## src/rtl/alu_sequencer.sv

```systemverilog
// alu_sequencer: multi-cycle arithmetic controller for the calculator.
// Add/sub/error cases finish in one cycle (ALU1); multiply (shift-add) and
// divide (restoring shift-subtract) iterate WIDTH cycles in ITER, then
// write back in FIN. done is a one-cycle pulse issued while back in IDLE.
//
// Handshake: a request is accepted on a rising edge where the FSM is IDLE
// and start=1; operands are captured on that edge. busy is high from that
// edge until the result is presented. done pulses for exactly one cycle,
// and that cycle is an IDLE cycle, so a start raised during done is taken
// immediately. A start while busy is dropped.
module alu_sequencer #(
    parameter int WIDTH = 16
) (
    input  logic             clk,
    input  logic             reset,
    input  logic             start,
    input  logic [3:0]       op,
    input  logic [WIDTH-1:0] operand_a,
    input  logic [WIDTH-1:0] operand_b,
    output logic [WIDTH-1:0] result,
    output logic [WIDTH-1:0] remainder,
    output logic             busy,
    output logic             done,
    output logic             err_ovf,
    output logic             err_neg,
    output logic             err_div0,
    output logic             err_op,
    output logic [1:0]       o_dbg_state
);

    typedef enum logic [1:0] {
        S_IDLE = 2'd0,
        S_ALU1 = 2'd1,
        S_ITER = 2'd2,
        S_FIN  = 2'd3
    } state_t;

    localparam logic [3:0] OP_PLUS  = 4'b1100;
    localparam logic [3:0] OP_MINUS = 4'b1101;
    localparam logic [3:0] OP_MULT  = 4'b1110;
    localparam logic [3:0] OP_DIV   = 4'b1111;

    localparam int            CW   = $clog2(WIDTH + 1);
    localparam logic [CW-1:0] LAST = CW'(WIDTH - 1);

    state_t           r_state;
    logic [3:0]       r_op;
    logic [WIDTH-1:0] r_a;
    logic [WIDTH-1:0] r_b;
    // r_hi: product high half / partial remainder
    // r_lo: multiplier bits shifting out / quotient bits shifting in
    logic [WIDTH-1:0] r_hi;
    logic [WIDTH-1:0] r_lo;
    logic [CW-1:0]    r_cnt;

    logic [WIDTH:0]   w_add;
    logic [WIDTH:0]   w_sub;
    logic [WIDTH:0]   w_mul_sum;
    logic [WIDTH-1:0] w_mul_hi;
    logic [WIDTH-1:0] w_mul_lo;
    logic [WIDTH:0]   w_div_shift;
    logic [WIDTH+1:0] w_div_trial;
    logic             w_div_fits;
    logic [WIDTH-1:0] w_div_hi;
    logic [WIDTH-1:0] w_div_lo;
    logic             w_iter_start;

    // Single-cycle add/sub with carry/borrow in the top bit.
    assign w_add = {1'b0, r_a} + {1'b0, r_b};
    assign w_sub = {1'b0, r_a} - {1'b0, r_b};

    // One shift-add step: add multiplicand when the current multiplier LSB
    // is set, then shift the {carry, hi, lo} chain right by one.
    assign w_mul_sum = {1'b0, r_hi} + (r_lo[0] ? {1'b0, r_b} : {(WIDTH+1){1'b0}});
    assign w_mul_hi  = w_mul_sum[WIDTH:1];
    assign w_mul_lo  = {w_mul_sum[0], r_lo[WIDTH-1:1]};

    // One restoring-division step: shift the next dividend bit into the
    // partial remainder and subtract the divisor if it fits.
    assign w_div_shift = {r_hi, r_lo[WIDTH-1]};
    assign w_div_trial = {1'b0, w_div_shift} - {2'b00, r_b};
    assign w_div_fits  = ~w_div_trial[WIDTH+1];
    assign w_div_hi    = w_div_fits ? w_div_trial[WIDTH-1:0] : w_div_shift[WIDTH-1:0];
    assign w_div_lo    = {r_lo[WIDTH-2:0], w_div_fits};

    // Divide by zero short-cuts through ALU1 instead of iterating.
    assign w_iter_start = (op == OP_MULT) || ((op == OP_DIV) && (operand_b != '0));

    assign o_dbg_state = r_state;

    // Control FSM with registered results, flags, busy and done.
    always_ff @(posedge clk) begin
        if (!reset) begin
            r_state   <= S_IDLE;
            r_op      <= '0;
            r_a       <= '0;
            r_b       <= '0;
            r_hi      <= '0;
            r_lo      <= '0;
            r_cnt     <= '0;
            result    <= '0;
            remainder <= '0;
            busy      <= 1'b0;
            done      <= 1'b0;
            err_ovf   <= 1'b0;
            err_neg   <= 1'b0;
            err_div0  <= 1'b0;
            err_op    <= 1'b0;
        end else begin
            done <= 1'b0;
            case (r_state)
                S_IDLE: begin
                    if (start) begin
                        r_op    <= op;
                        r_a     <= operand_a;
                        r_b     <= operand_b;
                        r_hi    <= '0;
                        r_lo    <= operand_a;
                        r_cnt   <= '0;
                        busy    <= 1'b1;
                        r_state <= w_iter_start ? S_ITER : S_ALU1;
                    end
                end
                S_ALU1: begin
                    err_ovf   <= 1'b0;
                    err_neg   <= 1'b0;
                    err_div0  <= 1'b0;
                    err_op    <= 1'b0;
                    remainder <= '0;
                    case (r_op)
                        OP_PLUS: begin
                            result  <= w_add[WIDTH-1:0];
                            err_ovf <= w_add[WIDTH];
                        end
                        OP_MINUS: begin
                            result  <= w_sub[WIDTH-1:0];
                            err_neg <= w_sub[WIDTH];
                        end
                        OP_DIV: begin
                            result    <= '1;
                            remainder <= r_a;
                            err_div0  <= 1'b1;
                        end
                        default: begin
                            result <= '0;
                            err_op <= 1'b1;
                        end
                    endcase
                    busy    <= 1'b0;
                    done    <= 1'b1;
                    r_state <= S_IDLE;
                end
                S_ITER: begin
                    if (r_op == OP_MULT) begin
                        r_hi <= w_mul_hi;
                        r_lo <= w_mul_lo;
                    end else begin
                        r_hi <= w_div_hi;
                        r_lo <= w_div_lo;
                    end
                    r_cnt <= r_cnt + CW'(1);
                    if (r_cnt == LAST) begin
                        r_state <= S_FIN;
                    end
                end
                S_FIN: begin
                    result   <= r_lo;
                    err_neg  <= 1'b0;
                    err_div0 <= 1'b0;
                    err_op   <= 1'b0;
                    if (r_op == OP_MULT) begin
                        remainder <= '0;
                        err_ovf   <= (r_hi != '0);
                    end else begin
                        remainder <= r_hi;
                        err_ovf   <= 1'b0;
                    end
                    busy    <= 1'b0;
                    done    <= 1'b1;
                    r_state <= S_IDLE;
                end
                default: r_state <= S_IDLE;
            endcase
        end
    end

endmodule

```

## config.mk

```make
export PLATFORM = sky130hd
export DESIGN_NAME = alu_sequencer
export DESIGN_NICKNAME = d
export VERILOG_FILES = /design/src/rtl/alu_sequencer.sv
export SDC_FILE = /design/constraint.sdc
export NUM_CORES = 1
export LEC_CHECK = 0
export CAP_MARGIN = 20
export CORE_AREA = 2 2 83 165
export CTS_BUF_LIST = sky130_fd_sc_hd__clkbuf_4 sky130_fd_sc_hd__clkbuf_8
export CTS_CLUSTER_SIZE = 14
export DETAILED_ROUTE_END_ITERATION = 7
export DIE_AREA = 0 0 85 167
export PLACE_DENSITY = 0.84
export SKIP_CTS_REPAIR_TIMING = 1
export SLEW_MARGIN = 25
export SYNTH_ARGS = -nofsm -noshare
export SYNTH_HDL_FRONTEND = slang
export SYNTH_SLANG_ARGS = --single-unit
```

## constraint.sdc

```tcl
create_clock -name clk -period 4.62 [get_ports clk]
set_input_delay 0.462 -clock clk [delete_from_list [all_inputs] [get_ports clk]]
set_output_delay 0.462 -clock clk [all_outputs]
set_load 0.01 [all_outputs]
```

==> summary.md <==
| Metric | Value |
|---|---|
| Outcome | `finished clean` |
| Synthesized area per cell | `7.87 µm²` |
| Worst path depth | `6` |
| Vias in the first global route | `8286` |
| Syn nets | `1156` |
| Total power | `2590 µW` |
| Synth warn | `0` |
| DR vias | `8593` |
| Clock share of power | `0.347` |
| CTS tree | `yes` |
| Fin worst setup slack | `1320 ps` |
| Top cells by area, synth | `dfxtp_1, ha_1, nand2_1, a21oi_1, a21boi_0` |
| IO Count | `79` |
| Aggregate routed wire length | `28500 µm` |
| Worst-margin pin slew | `968 ps` |
| Core Area | `12900 µm²` |
| Post-detail-place hpwl | `21400 µm` |
| TritonCTS buffer count | `17` |
| Reg2reg path depth | `6` |
| Final core occ | `0.726` |
| VDD IR max | `0.218 mV` |
| Vias per inst | `6.84` |
| CP max stage delay | `810 ps` |
| Starting density of the core | `0.637` |
| Layout Nets | `1203` |
| Final setup viols | `0` |
| Main flop type after synthesis | `dfxtp_1` |
| Cell Rows | `59` |
| Die X | `85 µm` |
| Diodes inserted | `0` |
| Initial antenna violation count | `0` |
| Iteration-0 DRC count of the detailed router | `863` |
| Critical path, cell by cell | `clkinv_1 > nor2_1 > nand2_1 > nor2_1 > a22oi_1 > o211ai_1` |
| Sw Ratio | `0.334` |
| Clock sink count | `113` |
| Fin crit period | `3300 ps` |
| Startpoint Class | `flip-flop` |
| Post-synth top area share | `0.275` |
| DRC errors left | `0` |
| Hold Worst Slack | `459 ps` |
| Synthesized flop and latch total | `113` |
| Worst EP required | `5000 ps` |
| Seq/Total Area, Yosys | `0.275` |
| Tcrit/Tclk final | `0.715` |
| Synth cell types | `82` |
| Final hold vios | `0` |
| Place WS | `1430 ps` |
| Crit path top cell by count | `nor2_1` |
| Clock-pin slew on the worst setup and hold paths | `80 ps` |
| EDFF count, synth | `0` |
| Worst-skew pair later-pin latency | `460 ps` |
| Clock Skews | `15.9 ps` |
| Most frequent cells in the layout | `nand2_1, dfxtp_1, clkdlybuf4s50_1` |
| Mapped cell area | `8230 µm²` |
| Internal | `1730 µW` |
| Routability cong. | `1.00` |
| Crit Path Class | `flip-flop to flip-flop` |
| Antenna Nets Post-Route | `0` |
| CP delay by family, top | `simple AND/OR/NAND/NOR gates` |
| Most common cell after layout, fill and taps aside | `nand2_1` |
| Pwr Density | `276 nW/µm²` |
| Leak | `0.00370 µW` |
| Pin count of the biggest net entering global routing | `66` |
| Logic pwr share | `0.234` |
| Critical path buffers and inverters | `1` |
| Drt wl/cell | `22.7 µm` |
| Final setup TNS | `0 ps` |
| Seq pwr share | `0.420` |
| I/O Buffers | `78` |
| Die Span Y | `167 µm` |
| Fmax | `303 MHz` |
| Final slew viol count | `0` |
| Setup crit end kind | `flip-flop` |
| Remaining Overflow, GRT | `0` |
| Arrival @ worst endpoint | `3690 ps` |
| Total GRT Usage | `0.398` |
| Type of the worst min-delay path | `flip-flop to flip-flop` |
| Post-synth top area cell | `dfxtp_1` |
| Hold path cells | `2` |
| Die ar. | `14200 µm²` |
| # H-tree levels | `4` |
| Post-synth ARST share | `0` |
| First-pass detailed-route iteration total | `5` |
| First-pass GRT wire length | `44200 µm` |
| Psw | `863 µW` |
| Maxcap violations | `0` |
| Critical path's slowest cell | `dfxtp_1` |
| Post-Synthesis Cells | `1046` |
| Crit Path Max Fanout | `19` |
| Root Buffer Master | `clkbuf_8` |
| Relative slew slack | `0.353` |
| RSZ-0062 raised after global routing | `false` |
| Area grow syn2layout | `14.0%` |
| CTS Buffer Depth | `2` |
| Layout cell share with drive strength beyond 1 | `0.0652` |
## metal layers
layer  up-vias  routed length (µm)  global-route usage
met2       487               14900               0.716
met4         0                1940               0.249
li1       3902                   -                   -
met3       144                1880              0.0550
met1      4060                9820               0.424
met5         -                   0                   0
## cell families (layout without fill, tap and decap cells)
kind of cell,count (synthesis),after routing,synth area share
buffers and inverters,107,165,0.0554
flip-flops,113,113,0.275
AO/OA/AOI/OAI,330,330,0.289
AND/OR/NAND/NOR,392,392,0.232
multiplexers,8,8,0.00973
adder cells (fa/ha/maj),71,71,0.112
XOR/XNOR,25,25,0.0266
## flip-flops by register name, summed over array words and instances (netlist names)
| signal | flops |
|---|---|
| done | 1 |
| r_b | 16 |
| result | 16 |
| err_op | 1 |
| err_neg | 1 |
| r_cnt | 5 |
| busy | 1 |
| err_div0 | 1 |
| r_lo | 16 |
| err_ovf | 1 |
| remainder | 16 |
| r_hi | 16 |
| r_op | 4 |
| o_dbg_state | 2 |
| r_a | 16 |
## power by group through the flow
stage	sequential, µW	combinational (µW)	clock [µW]
global route	1090	654	937
detailed placement	1100	586	0
finish	1090	605	897
floorplan	1080	404	0
CTS	1080	592	893
global placement	1100	582	0
## worst register-to-register path, stage by stage, from the launching register on
cell,delay (ps)
dfxtp_1,810
clkinv_1,550
nor2_1,550
nand2_1,350
nor2_1,700
a22oi_1,140
o211ai_1,130
## cell usage after synthesis, types with 13 or more instances
cell and number:
nand2_1 157, dfxtp_1 113, ha_1 67, nor2_1 66, a21oi_1 62, clkbuf_1 55, o21ai_0 53, inv_1 40
a21boi_0 36, nor2b_1 35, and2_1 24, o221ai_1 24, nor3_1 22, a31oi_1 20, nand3_1 19, xnor2_1 17
a222oi_1 14, nand2b_1 13
## path summary, 6_finish.rpt
path | from | end | slack (ps)
max | o_dbg_state[1] | r_hi[9] | 1320
min | err_neg | err_neg | 460
max reg2reg | o_dbg_state[1] | r_hi[9] | 1320
min reg2reg | err_neg | err_neg | 460
## layout make-up
cell class	instances	area [µm²]
Timing Repair Buffer	93	888
Clock buffer	20	269
Fill cell	1089	3540
Inverter	42	158
Multi-Input combinational cell	826	5520
Clock inverter	10	88.8
Sequential cell	113	2260
Tap cell	152	190
## metrics by stage
stage / cells / instance area (µm²)
finish: 1256 / 9380
detailed placement: 1226 / 9010
global placement: 1226 / 9010
floorplan: 1046 / 8230
global route: 1256 / 9380
CTS: 1256 / 9370
Power figures use the tool's default switching activity.
